**src/rtl/bus_arbiter.sv**
```systemverilog
// Two-master round-robin arbiter in front of a single RAM port.
// Each master posts a single read or write request. The arbiter accepts
// one master at a time and drives the RAM's four-phase handshake:
//   pin up -> ACK up -> pin down -> ACK down -> done.
// A watchdog aborts any handshake that stalls for TIMEOUT cycles.
// RAM_ACK / RAM_READ_PIN / RAM_WRITE_PIN select the bit positions used
// inside the 32-bit RAM control and status words.
module bus_arbiter #(
   parameter int unsigned TIMEOUT       = 1024,
   parameter int unsigned RAM_ACK       = 0,
   parameter int unsigned RAM_READ_PIN  = 0,
   parameter int unsigned RAM_WRITE_PIN = 1
) (
   input  logic        clk,
   input  logic        rst,
   input  logic        m0_req,
   input  logic        m1_req,
   input  logic        m0_we,
   input  logic        m1_we,
   input  logic [31:0] m0_addr,
   input  logic [31:0] m1_addr,
   input  logic [31:0] m0_wdata,
   input  logic [31:0] m1_wdata,
   output logic        m0_gnt,
   output logic        m1_gnt,
   output logic        m0_done,
   output logic        m1_done,
   output logic [31:0] m0_rdata,
   output logic [31:0] m1_rdata,
   input  logic [31:0] ram_ctrl_from_hw,
   output logic [31:0] ram_ctrl_to_hw,
   output logic [31:0] addr,
   input  logic [31:0] data_from_hw,
   output logic [31:0] data_to_hw,
   output logic        busy,
   output logic        timeout_err
);

   typedef enum logic [1:0] {
      IDLE,
      WAIT_ACK,
      WAIT_REL
   } state_t;

   localparam logic [31:0] ABORT_RDATA = 32'hDEAD_BEEF;

   state_t      r_state;
   logic        r_owner;       // master being served: 0 = m0, 1 = m1
   logic        r_last;        // master served most recently: 0 = m0, 1 = m1
   logic        r_we;          // latched direction of the transaction in flight
   logic [31:0] r_cnt;         // cycles spent waiting on the RAM handshake
   logic [31:0] r_ctrl;
   logic [31:0] r_addr;
   logic [31:0] r_data_to_hw;
   logic [31:0] r_m0_rdata;
   logic [31:0] r_m1_rdata;
   logic        r_m0_gnt;
   logic        r_m1_gnt;
   logic        r_m0_done;
   logic        r_m1_done;
   logic        r_busy;
   logic        r_timeout_err;

   logic        w_any_req;
   logic        w_pick_m1;
   logic        w_we;
   logic [31:0] w_addr;
   logic [31:0] w_wdata;
   logic        w_ack;
   logic [31:0] w_issue_ctrl;
   logic [31:0] w_cnt_next;
   logic        w_timeout;
   logic        w_unused_status;

   // Only one status bit is consumed; the remaining bits are folded here on purpose.
   assign w_unused_status = ^ram_ctrl_from_hw;

   // On a tie, the master that did not go last wins.
   // A lone requester always wins.
   assign w_any_req = m0_req | m1_req;
   assign w_pick_m1 = m1_req & (~m0_req | ~r_last);
   assign w_we      = w_pick_m1 ? m1_we    : m0_we;
   assign w_addr    = w_pick_m1 ? m1_addr  : m0_addr;
   assign w_wdata   = w_pick_m1 ? m1_wdata : m0_wdata;
   assign w_ack     = ram_ctrl_from_hw[RAM_ACK];

   // The watchdog fires on the edge at which the wait count would reach TIMEOUT.
   assign w_cnt_next = r_cnt + 32'd1;
   assign w_timeout  = (r_state != IDLE) && (w_cnt_next == TIMEOUT);

   // Build the control word for a new transaction: exactly one of READ/WRITE pins.
   always_comb begin
      // NOTE: every always_comb output gets a default first so no path can infer a latch.
      w_issue_ctrl                = '0;
      w_issue_ctrl[RAM_READ_PIN]  = ~w_we;
      w_issue_ctrl[RAM_WRITE_PIN] = w_we;
   end

   // Arbitration and RAM handshake FSM; every output is a register written here.
   always_ff @(posedge clk) begin
      // NOTE: sequential state uses non-blocking (<=) so all registers update together on the edge.
      if (!rst) begin
         r_state       <= IDLE;
         r_owner       <= 1'b0;
         r_last        <= 1'b1;
         r_we          <= 1'b0;
         r_cnt         <= '0;
         r_ctrl        <= '0;
         r_addr        <= '0;
         r_data_to_hw  <= '0;
         r_m0_rdata    <= '0;
         r_m1_rdata    <= '0;
         r_m0_gnt      <= 1'b0;
         r_m1_gnt      <= 1'b0;
         r_m0_done     <= 1'b0;
         r_m1_done     <= 1'b0;
         r_busy        <= 1'b0;
         r_timeout_err <= 1'b0;
      end else begin
         r_m0_gnt  <= 1'b0;
         r_m1_gnt  <= 1'b0;
         r_m0_done <= 1'b0;
         r_m1_done <= 1'b0;

         if (w_timeout) begin
            r_ctrl        <= '0;
            r_timeout_err <= 1'b1;
            r_last        <= r_owner;
            r_busy        <= 1'b0;
            r_state       <= IDLE;
            if (r_owner) begin
               r_m1_rdata <= ABORT_RDATA;
               r_m1_done  <= 1'b1;
            end else begin
               r_m0_rdata <= ABORT_RDATA;
               r_m0_done  <= 1'b1;
            end
         end else begin
            case (r_state)
               IDLE: begin
                  // A RAM still holding ACK from a previous cycle blocks any new issue.
                  if (w_any_req && !w_ack) begin
                     r_owner      <= w_pick_m1;
                     r_we         <= w_we;
                     r_addr       <= w_addr;
                     r_data_to_hw <= w_we ? w_wdata : 32'd0;
                     r_ctrl       <= w_issue_ctrl;
                     r_cnt        <= '0;
                     r_busy       <= 1'b1;
                     r_m0_gnt     <= ~w_pick_m1;
                     r_m1_gnt     <= w_pick_m1;
                     r_state      <= WAIT_ACK;
                  end
               end

               WAIT_ACK: begin
                  r_cnt <= w_cnt_next;
                  if (w_ack) begin
                     r_ctrl <= '0;
                     if (!r_we) begin
                        if (r_owner) r_m1_rdata <= data_from_hw;
                        else         r_m0_rdata <= data_from_hw;
                     end
                     r_state <= WAIT_REL;
                  end
               end

               WAIT_REL: begin
                  r_cnt <= w_cnt_next;
                  if (!w_ack) begin
                     r_m0_done <= ~r_owner;
                     r_m1_done <= r_owner;
                     r_last    <= r_owner;
                     r_busy    <= 1'b0;
                     r_state   <= IDLE;
                  end
               end

               default: begin
                  r_ctrl  <= '0;
                  r_busy  <= 1'b0;
                  r_state <= IDLE;
               end
            endcase
         end
      end
   end

   assign m0_gnt         = r_m0_gnt;
   assign m1_gnt         = r_m1_gnt;
   assign m0_done        = r_m0_done;
   assign m1_done        = r_m1_done;
   assign m0_rdata       = r_m0_rdata;
   assign m1_rdata       = r_m1_rdata;
   assign ram_ctrl_to_hw = r_ctrl;
   assign addr           = r_addr;
   assign data_to_hw     = r_data_to_hw;
   assign busy           = r_busy;
   assign timeout_err    = r_timeout_err;

endmodule

```
**config.mk**
```make
export PLATFORM = sky130hd
export DESIGN_NAME = bus_arbiter
export DESIGN_NICKNAME = d
export VERILOG_FILES = /design/src/rtl/bus_arbiter.sv
export SDC_FILE = /design/constraint.sdc
export NUM_CORES = 1
export LEC_CHECK = 0
export BUFFER_PORTS_ARGS = -buffer_cell sky130_fd_sc_hd__buf_2
export CAP_MARGIN = 20
export CELL_PAD_IN_SITES_DETAIL_PLACEMENT = 1
export CELL_PAD_IN_SITES_GLOBAL_PLACEMENT = 1
export CORE_ASPECT_RATIO = 1.75
export CORE_UTILIZATION = 31
export CTS_CLUSTER_DIAMETER = 40
export DETAILED_ROUTE_END_ITERATION = 8
export PLACE_DENSITY = 0.83
export SLEW_MARGIN = 20
export SYNTH_ARGS = -nofsm -noshare
export SYNTH_HDL_FRONTEND = slang
export SYNTH_SLANG_ARGS = --single-unit
```
**constraint.sdc**
```tcl
create_clock -name clk -period 3.3 [get_ports clk]
set_input_delay 0.33 -clock clk [delete_from_list [all_inputs] [get_ports clk]]
set_output_delay 0.33 -clock clk [all_outputs]
set_load 0.01 [all_outputs]
```
==> impl_metrics.py <==
metrics = {
    "cts": {
        "root_buffer": "clkbuf_16",
        "cts_sinks": 173,
        "numCtsBuffers": 17,
        "clk_latency_ps": 460,
        "cts_tree": "yes",
        "clockBufferDepth": 2,
        "ctsHoldBuffers": 0,
        "clk_pin_slew_worst_paths_ps": 70,
        "cts_htree_levels": 4,
    },
    "place": {
        "dpl_cell_area_mm2": 0.0103,
        "io_buffers": 302,
        "dpl.hpwl_um": 21100,
        "place.gp.congestion": 0.869,
        "placedCellCount": 1524,
        "dp_slack_ps": -73.0,
    },
    "power_and_ir_drop": {
        "seqPwrFrac_pct": 43.8,
        "p_sw_share_pct": 29.0,
        "vdd_drop_max_mv": 0.353,
        "switching_power_mw": 1.48,
        "power_density_mw_per_mm2": 467,
        "leakagePower_nw": 4.77,
        "pwr-share-clk_pct": 40.3,
        "internal_power_mw": 3.63,
        "pwr-share-comb_pct": 15.9,
    },
    "cells_and_area": {
        "layout-drive-gt1-share_pct": 37.2,
        "areaGrowthSynthToFinish_pct": 30.9,
        "nets": 1425,
        "regArea_mm2": 0.00347,
        "postLayoutCellArea_mm2": 0.0109,
        "postLayoutCoreUtil_pct": 41.3,
        "layout_commonest_cell": "buf_2",
        "layout_common_cells": "buf_2, dfxtp_1, nor2_1, nand2_1, mux2i_1",
        "nFillCells": 3202,
        "multiInputGateArea_mm2": 0.00445,
        "instances_no_fill": 1560,
    },
    "routing": {
        "drtIter0Drc": 315,
        "vias": 8391,
        "avgRoutedWirePerCell_um": 18.2,
        "met3WireLength_um": 1190,
        "drt-met1-wl_um": 10200,
        "drt_wl_total_um": 28300,
        "drtAntennaViolNets": 0,
        "firstDrtPassIters": 7,
        "dr_wl_met2_um": 15800,
        "via_per_inst": 5.38,
        "routed.top_layer": "met4",
        "drc_errors": 0,
    },
    "floorplanning": {
        "rows": 79,
        "dieArea_mm2": 0.0276,
        "die_x_um": 126,
        "coreArea_mm2": 0.0265,
        "start_util_pct": 31.5,
        "ios": 364,
        "fp.dieH_um": 219,
    },
    "yosys": {
        "synth_warnings": 0,
        "synthesis.instances": 934,
        "synth_seq_cells": 173,
        "synthFlopType": "dfxtp_1",
        "postSynthAreaPerCell_um2": 8.94,
        "synth_edf_count": 0,
        "synth_area_mm2": 0.00835,
        "async_reset_ff_share_pct": 0,
        "ys_types": 62,
        "yosysSeqAreaShare_pct": 41.5,
    },
    "timing": {
        "fin_crit_ps": 3230,
        "fin_crit_sh_pct": 98.0,
        "skew_ps": 18.8,
        "setup_violations": 0,
        "tightest_slew_ps": 976,
        "finalHoldViolCount": 0,
        "fmax_mhz": 309,
        "slew_headroom_pct": 35.0,
        "drv_slew": 0,
        "fin_ws_ps": 66.5,
    },
    "run_status": {
        "outcome": "finished, final reports clean",
    },
    "worst_setup_path": {
        "cp_num_buf_inv": 4,
        "cp-startpoint": "r_cnt[15]$_SDFFE_PN0P_",
        "cpMostUsedCell": "buf_4",
        "worstSetupPathType": "flip-flop to flip-flop",
        "path_cells": "nand4_1 -> buf_4 -> nor3_1 -> buf_4 -> nand4_1 -> mux2i_1 -> nand4_1 -> or4_1 -> buf_4 -> o21ai_2 -> buf_4 -> a21oi_1",
        "reg2reg_slack_ps": 70,
        "worstReg2RegEnd": "m0_rdata[17]$_SDFFE_PN0P_",
        "end_kind": "flip-flop",
        "crit_family": "simple AND/OR/NAND/NOR gates",
        "slowest_stage": "or4_1",
        "crit-reg2reg-launch": "r_cnt[15]$_SDFFE_PN0P_",
        "reg2reg_depth": 12,
        "cp_max_fo": 8,
        "max_stage_delay_ps": 600,
        "arrival_ps": 3570,
        "cp.required_ps": 3640,
        "cp-start-kind": "flip-flop",
    },
    "min_path": {
        "hold_path_end": "m1_rdata[22]$_SDFFE_PN0P_",
        "hold_path_class": "input pin to flip-flop",
        "holdCritStartpoint": "data_from_hw[22]",
        "min_path_cells": 3,
    },
    "global_routing": {
        "grt_pass1_wl_um": 43800,
        "overflow": 0,
        "grt_usage_pct": 20.1,
        "grt_pass1_vias": 8555,
        "grt_max_degree": 94,
        "grt_antenna_before_repair": 1,
    },
    "flow_run": {
        "drv_cap": 0,
    },
}
## state kept, by name, indices dropped and copies added, names as in the netlist
signal,count
m0_rdata,32
timeout_err,1
r_last,1
r_we,1
m0_gnt,1
m0_done,1
r_cnt,32
m1_gnt,1
ram_ctrl_to_hw,2
addr,32
m1_done,1
m1_rdata,32
r_state,2
r_owner,1
busy,1
data_to_hw,32
## logic make-up (layout without fill, tap and decap cells)
kind of cell	after synthesis	in the layout	synth area share (%)
adders and majority gates	6	6	0.899
DFF	173	173	41.5
other	1	32	0.0449
muxes	72	72	8.66
and+or+nand+nor	311	311	18.5
AOI/OAI and AO/OA	239	239	22.0
buffers and inverters	124	395	7.55
xor gates and xnor gates	8	8	0.839
## synth_stat cells (3+ instances only)
library cell  number  area share, %
a211oi_1          51            4.6
a21oi_1           53            3.2
a31oi_1            4           0.30
and3_1             9           0.67
and4_1             5           0.52
buf_1              6           0.27
buf_2             12           0.72
buf_4             32            2.9
buf_6              4           0.54
clkbuf_1          57            2.6
dfxtp_1          173             41
ha_1               6           0.90
inv_1             13           0.58
mux2i_1           70            8.4
nand2_1           83            3.7
nand2b_1           4           0.30
nand3_1           21            1.3
nand3b_1           8           0.72
nand4_1           16            1.2
nand4b_1           5           0.52
nor2_1            83            3.7
nor3_1            42            2.5
nor4_1             3           0.22
o211ai_1          13            1.2
o21ai_0           18            1.1
o221a_1            6           0.81
o221a_2           42            5.7
o22ai_1           11           0.82
o311ai_0           4           0.42
o31ai_1            4           0.36
o32ai_1            6           0.63
o41ai_1            8           0.84
or2_2              6           0.45
or3_1             11           0.82
xnor2_1            4           0.42
xor2_1             4           0.42
## power by group through the flow
stage	Sequential [mW]	Clock (mW)	Combinational (mW)
3_5_place_dp	2.29	0	0.818
3_3_place_gp	2.28	0	0.793
5_1_grt	2.25	2.19	0.895
2_1_floorplan	2.33	0	0.451
6_report	2.24	2.06	0.812
4_1_cts	2.24	2.12	0.823
## layout make-up
cell class	count	area share [%]
Antenna cell	2	0.0458
Clock buffer	19	4.14
Clock inverter	13	1.37
Inverter	13	0.447
Multi-Input combinational cell	666	40.7
Sequential cell	173	31.7
Tap cell	324	3.71
Timing Repair Buffer	350	17.8
## routing by layer
metal	vias to the layer above	track usage, %
met5	-	0
met4	0	10.8
met3	58	3.95
met2	270	38.9
met1	4073	19.9
li1	3990	-
## worst max path at each step
| stage | to | slack [ps] | cells past startpoint |
|---|---|---|---|
| after floorplan | m1_rdata[10]$_SDFFE_PN0P_ | 200 | 10 |
| after CTS | r_state[1]$_SDFFE_PP0P_ | 60 | 11 |
| after global routing | m0_rdata[22]$_SDFFE_PN0P_ | -9 | 12 |
| after detailed placement | m1_rdata[20]$_SDFFE_PN0P_ | -70 | 9 |
| after global placement | m1_rdata[22]$_SDFFE_PN0P_ | 40 | 9 |
| final | m0_rdata[17]$_SDFFE_PN0P_ | 70 | 12 |
## through the flow
stage	TNS (ps)	power, mW	hold WS (ps)
floorplan	0	2.78	466
global placement	0	3.07	441
detailed placement	-2290	3.10	446
CTS	0	5.18	108
global route	-21.4	5.33	110
finish	0	5.11	129
## worst reg2reg max path: cells and delay by family, from the launching register on
kind,cells,cell delay [ps]
multiplexers,1,320
AND/OR/NAND/NOR,5,1330
AO/OA/AOI/OAI,2,160
flip-flops,1,540
buffers and inverters,4,770
## repair_timing
| item | CTS | global route |
|---|---|---|
| endpoints found under the setup margin | 103 | 104 |
| resized for setup | 3 | 9 |
| hold endpoints to repair | 0 | 0 |
| buffers inserted | 0 | 2 |
| pin swaps | 0 | 1 |
Power figures use the tool's default switching activity.
